[config.mk]
export PLATFORM = sky130hd
export DESIGN_NAME = cmd_serializer
export DESIGN_NICKNAME = d
export VERILOG_FILES = /design/src/rtl/cmd_serializer.sv
export SDC_FILE = /design/constraint.sdc
export NUM_CORES = 1
export LEC_CHECK = 0
export CORE_MARGIN = 2
export CORE_UTILIZATION = 45
export CTS_CLUSTER_SIZE = 24
export DETAILED_ROUTE_END_ITERATION = 6
export PLACE_DENSITY = 0.71
export SLEW_MARGIN = 20
export SYNTH_ARGS = -nofsm -noshare
export SYNTH_HDL_FRONTEND = slang
export SYNTH_SLANG_ARGS = --single-unit
[constraint.sdc]
create_clock -name clk -period 3.5 [get_ports clk]
set_clock_uncertainty 0.15 [all_clocks]
set_input_delay 0.525 -clock clk [delete_from_list [all_inputs] [get_ports clk]]
set_output_delay 0.525 -clock clk [all_outputs]
set_load 0.02 [all_outputs]
[src/rtl/cmd_serializer.sv]
// SD CMD-line transmitter: shifts a latched command word out MSB-first,
// optionally followed by CRC7 and the end bit, under clock-enable control.
module cmd_serializer #(
  parameter int BITS         = 48,
  parameter int BITS_COUNTER = 8
) (
  input  logic                    clk,
  input  logic                    reset,
  input  logic                    enable,
  input  logic                    start,
  input  logic [BITS_COUNTER-1:0] framesize,
  input  logic                    append_crc,
  input  logic [BITS-1:0]         in,
  output logic                    out,
  output logic                    out_en,
  output logic                    busy,
  output logic                    complete
);
  typedef enum logic [2:0] {IDLE, DATA, CRC, END, DONE} state_t;

  localparam logic [BITS_COUNTER-1:0] MAX_FS = BITS_COUNTER'(BITS - 1);
  localparam logic [BITS_COUNTER-1:0] ONE    = BITS_COUNTER'(1);
  localparam logic [BITS_COUNTER-1:0] SIX    = BITS_COUNTER'(6);

  state_t                  state, state_n;
  logic [BITS_COUNTER-1:0] cnt, cnt_n, fs_c;
  logic [BITS-1:0]         shreg, shreg_n;
  logic [6:0]              crc, crc_n, crc_upd;
  logic                    crc_on, crc_on_n;

  // The word is pre-aligned so the bit being driven is always shreg MSB;
  // likewise the CRC register shifts so the driven CRC bit is crc[6].
  always_comb begin
    state_n  = state;
    cnt_n    = cnt;
    shreg_n  = shreg;
    crc_n    = crc;
    crc_on_n = crc_on;
    fs_c     = (framesize > MAX_FS) ? MAX_FS : framesize;
    crc_upd  = {crc[5:0], 1'b0} ^ ((crc[6] ^ shreg[BITS-1]) ? 7'h09 : 7'h00);
    case (state)
      IDLE: if (start) begin
        shreg_n  = in << (MAX_FS - fs_c);
        cnt_n    = fs_c;
        crc_n    = '0;
        crc_on_n = append_crc;
        state_n  = DATA;
      end
      DATA: begin
        crc_n   = crc_upd;
        shreg_n = shreg << 1;
        if (cnt != '0) cnt_n = cnt - ONE;
        else if (crc_on) begin
          cnt_n   = SIX;
          state_n = CRC;
        end else state_n = DONE;
      end
      CRC: begin
        crc_n = {crc[5:0], 1'b0};
        if (cnt != '0) cnt_n = cnt - ONE;
        else state_n = END;
      end
      END:     state_n = DONE;
      DONE:    state_n = IDLE;
      default: state_n = IDLE;
    endcase
  end

  always_ff @(posedge clk or posedge reset) begin
    if (reset) begin
      state  <= IDLE;
      cnt    <= '0;
      shreg  <= '0;
      crc    <= '0;
      crc_on <= 1'b0;
    end else if (enable) begin
      state  <= state_n;
      cnt    <= cnt_n;
      shreg  <= shreg_n;
      crc    <= crc_n;
      crc_on <= crc_on_n;
    end
  end

  always_comb begin
    out      = 1'b1;
    out_en   = 1'b0;
    busy     = (state != IDLE);
    complete = (state == DONE);
    case (state)
      DATA:    begin out = shreg[BITS-1]; out_en = 1'b1; end
      CRC:     begin out = crc[6];        out_en = 1'b1; end
      END:     out_en = 1'b1;
      default: ;
    endcase
  end
endmodule
Word-level counts from Yosys, hierarchy flattened
Cells that the tools add are included.
- bits of input ports: 61
- latch bits: 0
- word-level logic and storage cells: 49
- memory bits (read-only): 0
- RAM bits: 0
- memories: 0
- flip-flop bits (word level): 67
- output and inout bits: 4
- bitwise logic cells: 2
- equality and inequality tests: 9
- muxes and demuxes: 18
- div/mod/pow operators: 0
- shift-type cells: 1
- magnitude comparators: 1
- multiply operators: 0
- add/sub/neg operators: 2
- reductions and logical operators: 11
- operator list (cell ; count):
    48-bit case mux with 2 select lines ; 1
    48-bit 2-to-1 mux ; 1
    48-bit by 8-bit << shifter with 48-bit output ; 1
    8-bit 2-to-1 mux ; 5
    8-bit case mux with 3 select lines ; 1
    7-bit case mux with 3 select lines ; 1
    3-bit 2-to-1 mux ; 4
    3-bit case mux with 4 select lines ; 1
    3-bit AND reduction ; 3
    8-bit by 6-bit greater-than comparator with 1-bit output, second input constant ; 1
    2-bit inequality test, second input constant ; 4
    8-bit nonzero test ; 1
    6-bit by 8-bit subtractor with 8-bit output, first input constant ; 1
    8-bit by 1-bit subtractor with 8-bit output, second input constant ; 1
    7-bit 2-to-1 mux ; 1
    7-bit by 4-bit bitwise XOR with 7-bit output ; 1
    3-bit by 2-bit == test with 1-bit output, second input constant ; 2
    3-bit nonzero test ; 2
    5-bit AND reduction ; 1
    4-bit 2-to-1 mux ; 1
    4-bit AND reduction ; 1
    3-bit by 1-bit == test with 1-bit output, second input constant ; 1
    3-bit == test, second input constant ; 1
    3-bit zero test ; 1
    other kinds (6) ; 6

Longest topological paths before layout
- word-level depth: 6
- depth in mapped cells: 9
- depth with buffers taken out: 8

Least setup slack after synthesis
Ideal clock, no wire load.
- kind: input-to-reg
- start: in framesize[5]
- end: reg shreg[32]
- stages: 9
- path slack: 0.926 ns
- buffers on the path: 3
- arrival: 2.291 ns
- cells stage by stage: buf_6 > a2111o_1 > buf_6 > buf_6 > a221oi_1 > o22ai_1 > mux2_2 > a22oi_1 > o21ai_1
- longest elaborated chain between the ends: 6
- RTL lines (what ; line ; source):
    from (decl) ; 11 ; input logic [BITS_COUNTER-1:0] framesize,
    8-bit by 6-bit greater-than comparator with 1-bit output ; 39 ; fs_c = (framesize > MAX_FS) ? MAX_FS : framesize;
    8-bit 2-to-1 mux (*) ; 39 ;
    6-bit by 8-bit subtractor with 8-bit output (*) ; 43 ; shreg_n = in << (MAX_FS - fs_c);
    48-bit by 8-bit << shifter with 48-bit output (*) ; 43 ;
    48-bit 2-to-1 mux (*) ; 42 ; IDLE: if (start) begin
    48-bit case mux with 2 select lines (*) ; 41 ; case (state)
    to (signal assigned) ; 79 ; shreg <= shreg_n;
    to (decl) ; 27 ; logic [BITS-1:0] shreg, shreg_n;
Every way passes the cells marked *; elsewhere a longest branch is shown, timed or not. The select of a mux whose other input is x is not followed.
A chain may end at the register's enable or synchronous reset.

Final worst setup path
- start: in framesize[7]
- end: reg shreg[23]
Same word-level chain as after synthesis.

==> impl.org <==
** Synth
- For this run, the number of Yosys warnings is 0.
- Mean cell area of the mapped netlist :: 7.64 um2
- For this run, the leading register cell type out of synthesis is sky130_fd_sc_hd__dfrtp_1.
- The synthesized design contains 0 enable-type register cells.
- After synthesis, the share of flip-flops with an asynchronous set or reset is 100%.
- FF+latch count, synth :: 67
- After technology mapping, the gate count stands at 890.
- After synthesis the cells add up to 6800 um2.
- In this run, distinct cell masters in the synthesized netlist total 75.
- Of the synthesized area, sequential elements account for 24.7%.
- Synthesized netlist net count :: 952

** Critical path
- Traced cell by cell, the critical path runs through clkdlybuf4s50_1, a2111o_1, buf_12, a211oi_1, o32a_1, o32ai_1, a221oi_1, nor3_1.
- Type of element capturing the critical path :: flip-flop
- In this run the critical register-to-register path is launched from cnt[0]$_DFFE_PP0P_.
- FF-to-FF path depth :: 6
- The critical path ends at shreg[23]$_DFFE_PP0P_.
- For flop-to-flop paths, the worst setup slack is 540 ps.
- In this run the number of cells on the critical path is 8.
- The worst setup path is launched from a primary input.
- Data arrival time of the critical path :: 3240 ps
- Critical Path Slowest Stage Cell :: sky130_fd_sc_hd__a2111o_1
- CP top delay family :: compound AO/OA/AOI/OAI gates
- By startpoint and endpoint, the worst setup path is classified as in2reg.
- Maximum fanout along the worst path :: 37
- The number of buffers and inverters on the critical path is 2.
- Tracing the worst setup path back leads to its startpoint at framesize[7].
- Delay of the slowest cell on the worst path :: 630 ps
- Data on the critical path is required at its endpoint by 3560 ps.
- Reg2reg end :: cnt[1]$_DFFE_PP0P_

** STA
- For the pin with the worst max-slew slack, the measured transition is 906 ps.
- Period utilisation layout :: 91.0%
- Setup violations remaining at the end of the flow were counted as 0.
- The number of hold-slack violations in the final timing report was 0.
- Derived from the worst setup path, the maximum achievable clock frequency is 314 MHz.
- Worst rel slew slack :: 39.4%
- Max-slew violations :: 0
- Post-layout min period :: 3180 ps
- Setup repair after global routing left no endpoint under its margin.

** Status
- Result of the run :: finished clean

** Route
- Routed wire per std cell :: 22.5 um
- The detail route stage leaves a number of antenna-violating nets equal to 0.
- In the routed design, unresolved DRC markers number 0.
- Using the TritonRoute via totals, the vias-per-cell ratio works out to 7.06.
- Initial drt markers :: 970
- Drt total wl :: 25.2 mm
- Number of detailed-route iterations in the first pass :: 7
- Total via count in the routed design :: 7905

** CTS
- The number of clock buffers added by TritonCTS is 9.
- Source-to-sink clock delay at the later pin of the worst-skew pair :: 340 ps
- Clock-pin slew was measured on the worst setup and hold paths at 60 ps.
- Cts repair resizes :: 0
- H-tree levels :: 3
- In this run the clock root is driven by a sky130_fd_sc_hd__clkbuf_16.
- Hold Buf Count CTS :: 0
- The number of setup buffers added after CTS is 0.
- The clock passes through at most 2 buffers.
- TritonCTS clock tree :: yes
- Clock sinks :: 67

** Power and ir drop
- For this design the ratio of total power to cell area is 529 nW/um2.
- The worst-case IR drop observed on VDD is 0.360 mV.
- Summed over all cells, the static leakage comes to 3.00 nW.

** Floorplanning
- Effective utilization at floorplan :: 46.4%
- From bottom edge to top edge, the die measures 127 um.
- The floorplan step set the die width to 127 um.
- In this run the core area contains 44 standard-cell rows.
- The floorplan step defined a die boundary enclosing 16100 um2.
- Number of primary I/O pins :: 65
- Area of the core :: 14600 um2

** Place
- Input and output buffers added on the ports amount to 64.
- In this run the cell area measured after placement is 7800 um2.
- Detailed placement ended at an HPWL of 17.8 mm.
- Weighted congestion at the end of routability-driven global placement :: 1.01

** Global route
- After global routing the overflow that remains totals 0.
- Number of global-route vias before repair :: 7378
- Initial antenna violation count :: 0
- Across every metal layer, demand over resource in global routing totals 31.0%.
- Entering global routing, the biggest net connects 52 pins.
- The first global-routing pass estimated 40.1 mm of wire.

** Final layout
- Layout net count :: 993
- Most common cell after layout, fill and taps aside :: sky130_fd_sc_hd__o21ai_0
- After routing the design area is 8120 um2.
- In the layout the commonest cells are sky130_fd_sc_hd__o21ai_0 (94), sky130_fd_sc_hd__nand2_1 (88), sky130_fd_sc_hd__nor2_1 (76).
- Layout-stage area growth over the synthesis result :: 19.4%
- The post-route netlist has 11.9% of its cells at a drive strength greater than 1.
- 0 antenna diodes ended up in the layout.
- Core occupancy in the finished layout :: 55.4%

** Job
- Across the run, the number of max-cap violations was 0.

** Worst hold path
- In this run the worst hold path is classified as in2async.
-- flip-flops by register name, summed over array words and instances, names as in the netlist --
register  cells
crc           7
state         3
shreg        48
cnt           8
crc_on        1
-- metal layers --
metal	track usage [%]	vias to the layer above	wire, um
met4	12.2	0	999
met3	6.20	112	2390
met2	49.1	514	11500
met1	41.6	3742	10300
met5	0	-	0
li1	-	3537	-
-- where the power goes --
part / total [mW] / switching [mW] / internal, mW
Combinational: 1.95 / 1.16 / 0.792
Clock: 0.977 / 0.352 / 0.625
Sequential: 1.37 / 0.247 / 1.12
Total: 4.29 / 1.76 / 2.54
-- cell usage after synthesis, types with 9 or more instances --
cell / instances / area (um2)
sky130_fd_sc_hd__nand2b_1: 14 / 87.6
sky130_fd_sc_hd__dfrtp_1: 67 / 1680
sky130_fd_sc_hd__mux2_2: 25 / 282
sky130_fd_sc_hd__a21oi_1: 59 / 295
sky130_fd_sc_hd__o21a_1: 9 / 67.6
sky130_fd_sc_hd__buf_2: 30 / 150
sky130_fd_sc_hd__o21ai_0: 95 / 475
sky130_fd_sc_hd__o31ai_1: 12 / 90.1
sky130_fd_sc_hd__or3_1: 17 / 106
sky130_fd_sc_hd__o22ai_1: 18 / 113
sky130_fd_sc_hd__nor3_1: 31 / 155
sky130_fd_sc_hd__nor2b_1: 25 / 156
sky130_fd_sc_hd__a22oi_1: 10 / 75.1
sky130_fd_sc_hd__nand2_1: 88 / 330
sky130_fd_sc_hd__nor2_1: 76 / 285
sky130_fd_sc_hd__a221oi_1: 35 / 307
sky130_fd_sc_hd__nand3_1: 17 / 85.1
sky130_fd_sc_hd__inv_1: 13 / 48.8
sky130_fd_sc_hd__clkbuf_1: 42 / 158
sky130_fd_sc_hd__a211oi_1: 19 / 143
sky130_fd_sc_hd__mux2i_1: 14 / 140
sky130_fd_sc_hd__o221ai_1: 9 / 78.8
sky130_fd_sc_hd__a31oi_1: 13 / 81.3
sky130_fd_sc_hd__o32ai_1: 10 / 87.6
-- logic make-up after synthesis --
logic type | Yosys count | synth area share, %
fa+ha+maj | 1 | 0.184
xor+xnor | 1 | 0.129
flops | 67 | 24.7
buf+inv | 96 | 6.52
mux | 42 | 7.20
compound gates | 383 | 40.4
simple gates | 300 | 20.9
-- worst min-delay path by stage --
stage | cells after the start | startpoint | end | slack, ps
floorplan | 2 | crc[0]$_DFFE_PP0P_ | crc[0]$_DFFE_PP0P_ | 300
global placement | 2 | crc[5]$_DFFE_PP0P_ | crc[5]$_DFFE_PP0P_ | 310
detailed placement | 2 | crc[5]$_DFFE_PP0P_ | crc[5]$_DFFE_PP0P_ | 320
CTS | 2 | reset | crc[2]$_DFFE_PP0P_ | 320
global route | 2 | reset | crc[2]$_DFFE_PP0P_ | 350
finish | 2 | reset | crc[2]$_DFFE_PP0P_ | 320
-- stage by stage --
| stage | total power [mW] | TNS, ps | hold WS [ps] | cells | worst slack, ps |
|---|---|---|---|---|---|
| floorplan | 2.65 | 0 | 300 | 890 | 926 |
| global placement | 3.25 | -9.68 | 311 | 1104 | -9.68 |
| detailed placement | 3.28 | 0 | 322 | 1104 | 18.9 |
| CTS | 4.27 | 0 | 322 | 1120 | 369 |
| global route | 4.60 | 0 | 348 | 1120 | 204 |
| finish | 4.29 | 0 | 316 | 1120 | 315 |
-- area by class of cell --
type	count	area, um2
inverter	14	52.6
clock buffer	10	229
clock inverter	6	90.1
sequential	67	1680
timing repair buffer	112	1140
tap	184	230
multi-input combinational	727	4700
fill	1390	6530
Power figures use the tool's default switching activity.
==> patch, RTL diff (same flow settings) <==
Put a register stage on the output `complete`, with the module's reset. The value now appears one clock later. The other outputs are not delayed to match.
--- a/src/rtl/cmd_serializer.sv
+++ b/src/rtl/cmd_serializer.sv
@@ -23,2 +23,4 @@
   localparam logic [BITS_COUNTER-1:0] SIX    = BITS_COUNTER'(6);
+
+  logic complete_d;
 
@@ -88,3 +90,3 @@
     busy     = (state != IDLE);
-    complete = (state == DONE);
+    complete_d = (state == DONE);
     case (state)
@@ -96,2 +98,10 @@
   end
+  always_ff @(posedge clk or posedge reset) begin
+    if (reset) begin
+      complete <= '0;
+    end else begin
+      complete <= complete_d;
+    end
+  end
+
 endmodule
Check against the original RTL: not equivalent (Yosys sat finds a counterexample within 4 cycles, from zero or initial values and one cycle with reset high).
==> patch against the unedited design <==
Total power increased by 1.6%. Sequential cell count rose by 1. Worst setup slack improved by 0.041 ns. Routed wire length grew 7.7%. Area after synthesis is 7.4% higher. Sequential share of layout area fell by 0.85 points. Hold slack better by 0.018 ns. Utilization down 1.3 points. Cell area increased by 5.9%. Largest power group unchanged. Synthesized cell count increased by 2.5%. Via count increased by 3.3%.
==> patch: results (changes against the unedited design) <==
Register area share after synthesis - 0.2331 (-0.01366)
Pin count of the biggest net entering global routing - 69 (+33%)
Final WL - 27130 um (+7.7%)
Crit path from - framesize[4]
Layout cells sized above 1 - 0.1668 (+0.04825)
Vias in the first global route - 7577 (+2.7%)
Max-Slew Margin vs Limit - 0.4050 (+0.01068)
Netlist cell types - 87 (+16%)
Std cell rows - 46 (+4.5%)
Nets@finish - 1029 (+3.6%)
R2R depth - 7 (+1)
DP HPWL - 19690 um (+10%)
Hold WS - 0.3346 ns (+0.01830 ns)
Avg Vias per Cell - 6.878 (-2.6%)
HP Class - flip-flop to flip-flop
CP max FO - 11 (-70%)
Initial DRC Count - 1012 (+4.3%)
Post-synth net total - 974 (+2.3%)
Fill cell count - 1517 (+9.1%)
R2r setup slk - 0.80 ns (+0.26 ns)
First drt pass iteration count - 6 (-1)
Max VDD drop - 0.2993 mV (-17%)
Crit Reg-Reg Endpoint - cnt[2]
Status - finished, final reports clean
P_leak - 3.302 nW (+10%)
Global-route wire length before repair - 43120 um (+7.5%)
Placer Congestion - 1.031 (+2.5%)
Worst setup path endpoint - shreg[26]
==> patch: changes by cell type after synthesis, moves of 7 or more <==
cell	unedited run	this run
o21ai_0	95	67
a221oi_1	35	11
nor2b_1	25	5
o211ai_1	6	19
nor3_1	31	19
a211oi_1	19	30
o21ai_1	1	12
buf_4	2	12
buf_6	5	14
o32ai_1	10	1
a211o_1	6	14
o211a_1	3	10
==> patch: metrics by stage <==
stage,instances,area (um^2),utilization,setup slack (ns)
global route,1187,8593,0.5410,0.2107
floorplan,912,7301,-,1.036
finish,1187,8593,0.5410,0.3558
detailed placement,1172,8292,0.5220,0.1078
global placement,1172,8292,0.5220,0.08669
CTS,1187,8593,0.5410,0.4473
==> patch: final cells by class <==
class | count | share of cell area
Inverter | 16 | 0.006989
Clock inverter | 4 | 0.005679
Sequential cell | 68 | 0.1980
Tap cell | 216 | 0.03145
Multi-Input combinational cell | 740 | 0.5881
Clock buffer | 11 | 0.02941
Timing Repair Buffer | 132 | 0.1404
==> patch: logic make-up after synthesis <==
logic type,Yosys count,synth area share
simple gates,278,0.1791
buf+inv,104,0.07815
xor+xnor,1,0.001200
flops,68,0.2331
mux,49,0.07609
compound gates,411,0.4307
fa+ha+maj,1,0.001714
==> patch: critical path: cells and delay by family <==
family,cells,cell delay (ns)
AOI/OAI and AO/OA,6,1.75
buffers and inverters,3,0.93
==> patch: routing by layer <==
metal | routed length, um | GRT usage
met1 | 11250 | 0.4387
met2 | 11640 | 0.4623
met3 | 2897 | 0.05285
met4 | 1342 | 0.1437
met5 | 0 | 0
==> patch: where the power goes <==
group | internal (W) | switching, W
clock network | 0.000585 | 0.000344
logic | 0.000848 | 0.00122
registers | 0.00112 | 0.000245
